===== src/rtl/pipe_div_defs.sv =====
// Shared definitions for the iterative divider sequencer.
// States, default width and divide-by-zero quotient.
package pipe_div_defs;

  localparam int DIV_WIDTH = 32;
  localparam logic [31:0] DIV_BYZERO_Q = 32'hFFFF_FFFF;

  typedef enum logic [1:0] {
    IDLE,
    RUN,
    FIX,
    DONE
  } div_state_e;

endpackage


===== src/rtl/pipe_div_if.sv =====
// EXE <-> divider handshake bundle.
// master = EXE side, slave = divider side.
interface pipe_div_if #(
  parameter int WIDTH = pipe_div_defs::DIV_WIDTH
);

  logic             start;
  logic             sign;
  logic [WIDTH-1:0] dividend;
  logic [WIDTH-1:0] divisor;
  logic             cancel;
  logic             busy;
  logic             stall;
  logic             done;
  logic [WIDTH-1:0] q;
  logic [WIDTH-1:0] r;
  logic             w_hi;
  logic             w_lo;

  modport master (
    output start, sign, dividend, divisor, cancel,
    input  busy, stall, done, q, r, w_hi, w_lo
  );

  modport slave (
    input  start, sign, dividend, divisor, cancel,
    output busy, stall, done, q, r, w_hi, w_lo
  );

endinterface


===== src/rtl/div_step.sv =====
// One restoring division iteration on {rem,quo}.
// An extra borrow bit keeps the shifted remainder exact.
module div_step
  import pipe_div_defs::*;
#(
  parameter int WIDTH = DIV_WIDTH
) (
  input  logic [WIDTH-1:0] rem,
  input  logic [WIDTH-1:0] quo,
  input  logic [WIDTH-1:0] divisor,
  output logic [WIDTH-1:0] rem_nxt,
  output logic [WIDTH-1:0] quo_nxt
);

  logic [WIDTH:0] sh;
  logic [WIDTH:0] diff;

  assign sh   = {rem, quo[WIDTH-1]};
  assign diff = sh - {1'b0, divisor};

  always_comb begin
    rem_nxt = sh[WIDTH-1:0];
    quo_nxt = {quo[WIDTH-2:0], 1'b0};
    if (!diff[WIDTH]) begin
      rem_nxt = diff[WIDTH-1:0];
      quo_nxt = {quo[WIDTH-2:0], 1'b1};
    end
  end

endmodule


===== src/rtl/pipe_div_ctrl.sv =====
// Multi-cycle restoring DIV/DIVU sequencer beside EXE.
// Optional DIV_EARLY_EXIT_EN: skip iterations when |dividend| < |divisor|.
module pipe_div_ctrl
  import pipe_div_defs::*;
#(
  parameter int WIDTH = DIV_WIDTH,
  parameter int CNT_W = 6
) (
  input logic        clk,
  input logic        rst,
  pipe_div_if.slave  bus
);

  div_state_e state, state_nxt;

  logic [CNT_W-1:0] cnt;
  logic [WIDTH-1:0] rem, quo, dvs;
  logic [WIDTH-1:0] rem_nxt, quo_nxt;
  logic [WIDTH-1:0] abs_a, abs_b;
  logic [WIDTH-1:0] q, r;
  logic             q_neg, r_neg;
  logic             accept, by_zero, early, last;
  logic             a_neg, b_neg;

  assign a_neg   = bus.sign & bus.dividend[WIDTH-1];
  assign b_neg   = bus.sign & bus.divisor[WIDTH-1];
  assign abs_a   = a_neg ? -bus.dividend : bus.dividend;
  assign abs_b   = b_neg ? -bus.divisor : bus.divisor;
  assign accept  = (state == IDLE) & bus.start & ~bus.cancel;
  assign by_zero = (bus.divisor == '0);
  assign last    = (cnt == CNT_W'(WIDTH - 1));

`ifdef DIV_EARLY_EXIT_EN
  assign early = ~by_zero & (abs_a < abs_b);
`else
  assign early = 1'b0;
`endif

  div_step #(.WIDTH(WIDTH)) u_step (
    .rem     (rem),
    .quo     (quo),
    .divisor (dvs),
    .rem_nxt (rem_nxt),
    .quo_nxt (quo_nxt)
  );

  always_comb begin
    state_nxt = state;
    if (bus.cancel) begin
      state_nxt = IDLE;
    end else begin
      unique case (state)
        IDLE:    if (bus.start) state_nxt = (by_zero | early) ? DONE : RUN;
        RUN:     if (last) state_nxt = FIX;
        FIX:     state_nxt = DONE;
        DONE:    state_nxt = IDLE;
        default: state_nxt = IDLE;
      endcase
    end
  end

  always_ff @(posedge clk or posedge rst) begin
    if (rst) begin
      state <= IDLE;
      cnt   <= '0;
      rem   <= '0;
      quo   <= '0;
      dvs   <= '0;
      q_neg <= 1'b0;
      r_neg <= 1'b0;
      q     <= '0;
      r     <= '0;
    end else begin
      state <= state_nxt;
      if (accept) begin
        quo   <= abs_a;
        dvs   <= abs_b;
        rem   <= '0;
        cnt   <= '0;
        q_neg <= a_neg ^ b_neg;
        r_neg <= a_neg;
        // short paths resolve here and go straight to DONE
        if (by_zero) begin
          q <= WIDTH'(DIV_BYZERO_Q);
          r <= bus.dividend;
        end else if (early) begin
          q <= '0;
          r <= bus.dividend;
        end
      end else if (state == RUN) begin
        rem <= rem_nxt;
        quo <= quo_nxt;
        cnt <= cnt + CNT_W'(1);
      end else if (state == FIX && !bus.cancel) begin
        q <= q_neg ? -quo : quo;
        r <= r_neg ? -rem : rem;
      end
    end
  end

  assign bus.busy  = (state != IDLE);
  assign bus.done  = (state == DONE);
  assign bus.stall = (bus.busy & ~bus.done) | accept;
  assign bus.w_hi  = bus.done;
  assign bus.w_lo  = bus.done;
  assign bus.q     = q;
  assign bus.r     = r;

endmodule


===== src/flat_wrapper.sv =====
// flat-port wrapper written by rule: the top's interface ports become plain ports
module pipe_div_ctrl_flat import pipe_div_defs::*;
#(
  parameter int WIDTH = DIV_WIDTH,
  parameter int CNT_W = 6
)
  (clk, rst, bus_start, bus_sign, bus_dividend, bus_divisor, bus_cancel, bus_busy, bus_stall, bus_done, bus_q, bus_r, bus_w_hi, bus_w_lo);
  pipe_div_if #(.WIDTH(WIDTH)) bus_i ();
  input logic clk;
  input logic rst;
  input wire logic [$bits(bus_i.start)-1:0] bus_start;
  input wire logic [$bits(bus_i.sign)-1:0] bus_sign;
  input wire logic [$bits(bus_i.dividend)-1:0] bus_dividend;
  input wire logic [$bits(bus_i.divisor)-1:0] bus_divisor;
  input wire logic [$bits(bus_i.cancel)-1:0] bus_cancel;
  output wire logic [$bits(bus_i.busy)-1:0] bus_busy;
  output wire logic [$bits(bus_i.stall)-1:0] bus_stall;
  output wire logic [$bits(bus_i.done)-1:0] bus_done;
  output wire logic [$bits(bus_i.q)-1:0] bus_q;
  output wire logic [$bits(bus_i.r)-1:0] bus_r;
  output wire logic [$bits(bus_i.w_hi)-1:0] bus_w_hi;
  output wire logic [$bits(bus_i.w_lo)-1:0] bus_w_lo;
  assign bus_i.start = bus_start;
  assign bus_i.sign = bus_sign;
  assign bus_i.dividend = bus_dividend;
  assign bus_i.divisor = bus_divisor;
  assign bus_i.cancel = bus_cancel;
  assign bus_busy = bus_i.busy;
  assign bus_stall = bus_i.stall;
  assign bus_done = bus_i.done;
  assign bus_q = bus_i.q;
  assign bus_r = bus_i.r;
  assign bus_w_hi = bus_i.w_hi;
  assign bus_w_lo = bus_i.w_lo;
  pipe_div_ctrl #(.WIDTH(WIDTH), .CNT_W(CNT_W)) u_core (.clk(clk), .rst(rst), .bus(bus_i));
endmodule

===== config.mk =====
export PLATFORM = sky130hd
export DESIGN_NAME = pipe_div_ctrl_flat
export DESIGN_NICKNAME = d
export VERILOG_FILES = /design/src/rtl/pipe_div_defs.sv /design/src/rtl/pipe_div_if.sv /design/src/rtl/div_step.sv /design/src/rtl/pipe_div_ctrl.sv /design/src/flat_wrapper.sv
export SDC_FILE = /design/constraint.sdc
export NUM_CORES = 1
export LEC_CHECK = 0
export CAP_MARGIN = 10
export CORE_MARGIN = 2
export CORE_UTILIZATION = 28
export CTS_BUF_LIST = sky130_fd_sc_hd__clkbuf_4
export DETAILED_ROUTE_END_ITERATION = 16
export PLACE_DENSITY_LB_ADDON = 0.25
export SETUP_SLACK_MARGIN = 0.15
export SLEW_MARGIN = 25
export SYNTH_ARGS = -nofsm -noshare
export SYNTH_HDL_FRONTEND = slang
export SYNTH_SLANG_ARGS = --single-unit

===== constraint.sdc =====
create_clock -name clk -period 5.55 [get_ports clk]
set_input_delay 0.8325 -clock clk [delete_from_list [all_inputs] [get_ports clk]]
set_output_delay 0.8325 -clock clk [all_outputs]
set_load 0.1 [all_outputs]

==> results.json <==
{
  "cts_root_buffer": "clkbuf_4",
  "fillers": 4333,
  "syn-num-nets": 1505,
  "row_count": 74,
  "dp_hpwl_mm": 23.8,
  "grtUsageTotal_pct": 14.9,
  "cp_max_fo": 30,
  "fin_crit_sh_pct": 80.5,
  "die_h_um": 208,
  "finalInstanceArea_um2": 13800,
  "max_freq_mhz": 224,
  "use_met1_pct": 21.4,
  "grt_util_met2_pct": 23.4,
  "setup_violations": 0,
  "worstMarginPinSlew_ns": 1.02,
  "antenna_found_initial": 2,
  "synth-seq-area-share_pct": 36.6,
  "max_cap_viol_count": 0,
  "drive_gt1_share_pct": 4.14,
  "portBuffers": 137,
  "placed_cell_area_um2": 13400,
  "area_delta_synth_final_pct": 18.8,
  "synth_top_area_share_pct": 36.6,
  "grt.overflow.total": 0,
  "num-nets-final": 1595,
  "ctsHtreeMaxLevel": 4,
  "finalHoldViolCount": 0,
  "synth_area_um2": 11600,
  "cts_resized": 0,
  "slew_headroom_pct": 31.6,
  "grt_pass1_wl_mm": 52.6,
  "synth_edf_count": 0,
  "clk_pin_slew_ns": 0.16,
  "avgRoutedWirePerCell_um": 15.9,
  "yosysTopAreaCell": "dfrtp_1",
  "cts.sinks": 170,
  "top_usage_layer": "met2",
  "wl_mm": 32.4,
  "arrival_ns": 4.88,
  "clk-insertion-delay-late_ns": 0.57,
  "yosysUniqueCellTypes": 60,
  "cts_setup_buffers": 0,
  "drtIter0Drc": 552,
  "clock_skew_ns": 0.0361,
  "rsz0062_at_grt": "false",
  "hp-class": "flop to flop",
  "synthArstFlopShare_pct": 100,
  "hold-worst-slack_ns": 0.498,
  "cts_tree": "built",
  "status": "finished clean",
  "use_met3_pct": 1.95,
  "pin_count": 138,
  "ys_ff_latch": 170,
  "synth_warnings": 0,
  "dp_slack_ns": 0.785,
  "dieWidth_um": 208,
  "start_util_pct": 28.4,
  "synth_area_leaders": "dfrtp_1, xor2_1, o21ai_0",
  "ant_nets": 0,
  "synth_common_cells": "nand2_1, dfrtp_1, o21ai_0",
  "via_per_inst": 4.89,
  "drc": 0,
  "route.vias.total": 9928,
  "synth_cells": 1394,
  "synth_ff_type": "dfrtp_1",
  "yosysMostFrequentCell": "nand2_1",
  "tns_ns": 0,
  "crit_type": "flop to flop",
  "grt_max_degree": 171,
  "critPathLaunchType": "flop",
  "period_needed_ns": 4.47,
  "core_area_um2": 40900,
  "avgSynthCellArea_um2": 8.34,
  "clock_path_buffers": 2,
  "cts-buffers-inserted": 17,
  "place.gp.congestion": 0.848,
  "drt_pass1_iterations": 6,
  "critPathCaptureType": "flop",
  "die_area_um2": 43100,
  "maxSlewViolCount": 0,
  "cts_hold_repair.buffers": 0,
  "crit_required_ns": 5.97,
  "grt_pass1_vias": 9594,
  "setup_slack_ns": 1.08
}
## final cells by class
type,count,area (um^2),area share [%]
flip-flops and latches,170,4250,30.8
multi-input cells,1091,6860,49.7
diodes,2,5.00,0.0363
clock buffers,17,128,0.925
inverters,57,218,1.58
well taps,532,666,4.82
clock inverters,15,188,1.36
repair buffers,147,1490,10.8
## metal layers
layer | share of wire (%) | wire length, um | vias up
li1 | - | - | 5091
met1 | 50 | 16300 | 4622
met2 | 44 | 14400 | 186
met3 | 3.2 | 1030 | 29
met4 | 1.9 | 629 | 0
met5 | 0 | 0 | -
## registers in the layout, summed over array words and instances, names as in the netlist
signal	count
u_core.quo	32
u_core.r_neg	1
u_core.bus.q	32
u_core.state	2
u_core.bus.r	32
u_core.q_neg	1
u_core.dvs	32
u_core.cnt	6
u_core.rem	32
## through the flow
stage / instances / utilization [%]
2_1_floorplan: 1394 / -
3_3_place_gp: 1996 / 32.9
3_5_place_dp: 1996 / 32.9
4_1_cts: 2028 / 33.6
5_1_grt: 2031 / 33.7
6_report: 2031 / 33.7
## critical path, cell delays in order (launching register included)
cell,delay (ns)
dfrtp_1,0.49
inv_1,0.16
ha_1,0.24
fa_1,0.40
nand2b_1,0.18
a21oi_1,0.22
o21ai_0,0.24
a2111oi_0,0.60
nor3_1,0.18
a21boi_1,0.59
xor2_4,0.16
buf_4,0.44
mux2i_1,0.27
a21oi_1,0.09
## worst paths after layout
kind                       slack (ns)      startpoint  depth (start not counted)                to
setup / recovery                 1.08  u_core.quo[31]                         13     u_core.rem[9]
hold / removal                   0.50  u_core.dvs[16]                          2    u_core.dvs[16]
setup reg to reg                 1.08  u_core.quo[31]                         13     u_core.rem[9]
hold reg to reg                  0.50  u_core.dvs[16]                          2    u_core.dvs[16]
max in group asynchronous        3.98             rst                          4    u_core.dvs[12]
min in group asynchronous        0.73             rst                          3  u_core.bus.q[26]
## kinds of logic after synthesis
| logic type | after synthesis | share of synthesized area (%) |
|---|---|---|
| AO/OA/AOI/OAI | 410 | 20.5 |
| AND/OR/NAND/NOR | 428 | 16.9 |
| flip-flops | 170 | 36.6 |
| multiplexers | 58 | 5.02 |
| adder cells (fa/ha/maj) | 42 | 4.59 |
| buffers and inverters | 133 | 4.85 |
| XOR/XNOR | 153 | 11.5 |
## placed cells by master, fill, tap and decap left out, types with 23 or more instances in the layout
| master | netlist | final |
|---|---|---|
| nand2_1 | 178 | 178 |
| dfrtp_1 | 170 | 170 |
| o21ai_0 | 159 | 159 |
| clkdlybuf4s50_1 | 0 | 137 |
| a21oi_1 | 133 | 132 |
| nor2_1 | 116 | 115 |
| xor2_1 | 99 | 98 |
| mux2i_1 | 56 | 56 |
| inv_1 | 56 | 55 |
| xnor2_1 | 54 | 54 |
| ha_1 | 41 | 40 |
| o31ai_1 | 26 | 26 |
| nor3_1 | 23 | 23 |
Power is left out: the tool's default activity adds up to more than one toggle a clock period on the data nets, which glitch-free logic cannot reach.
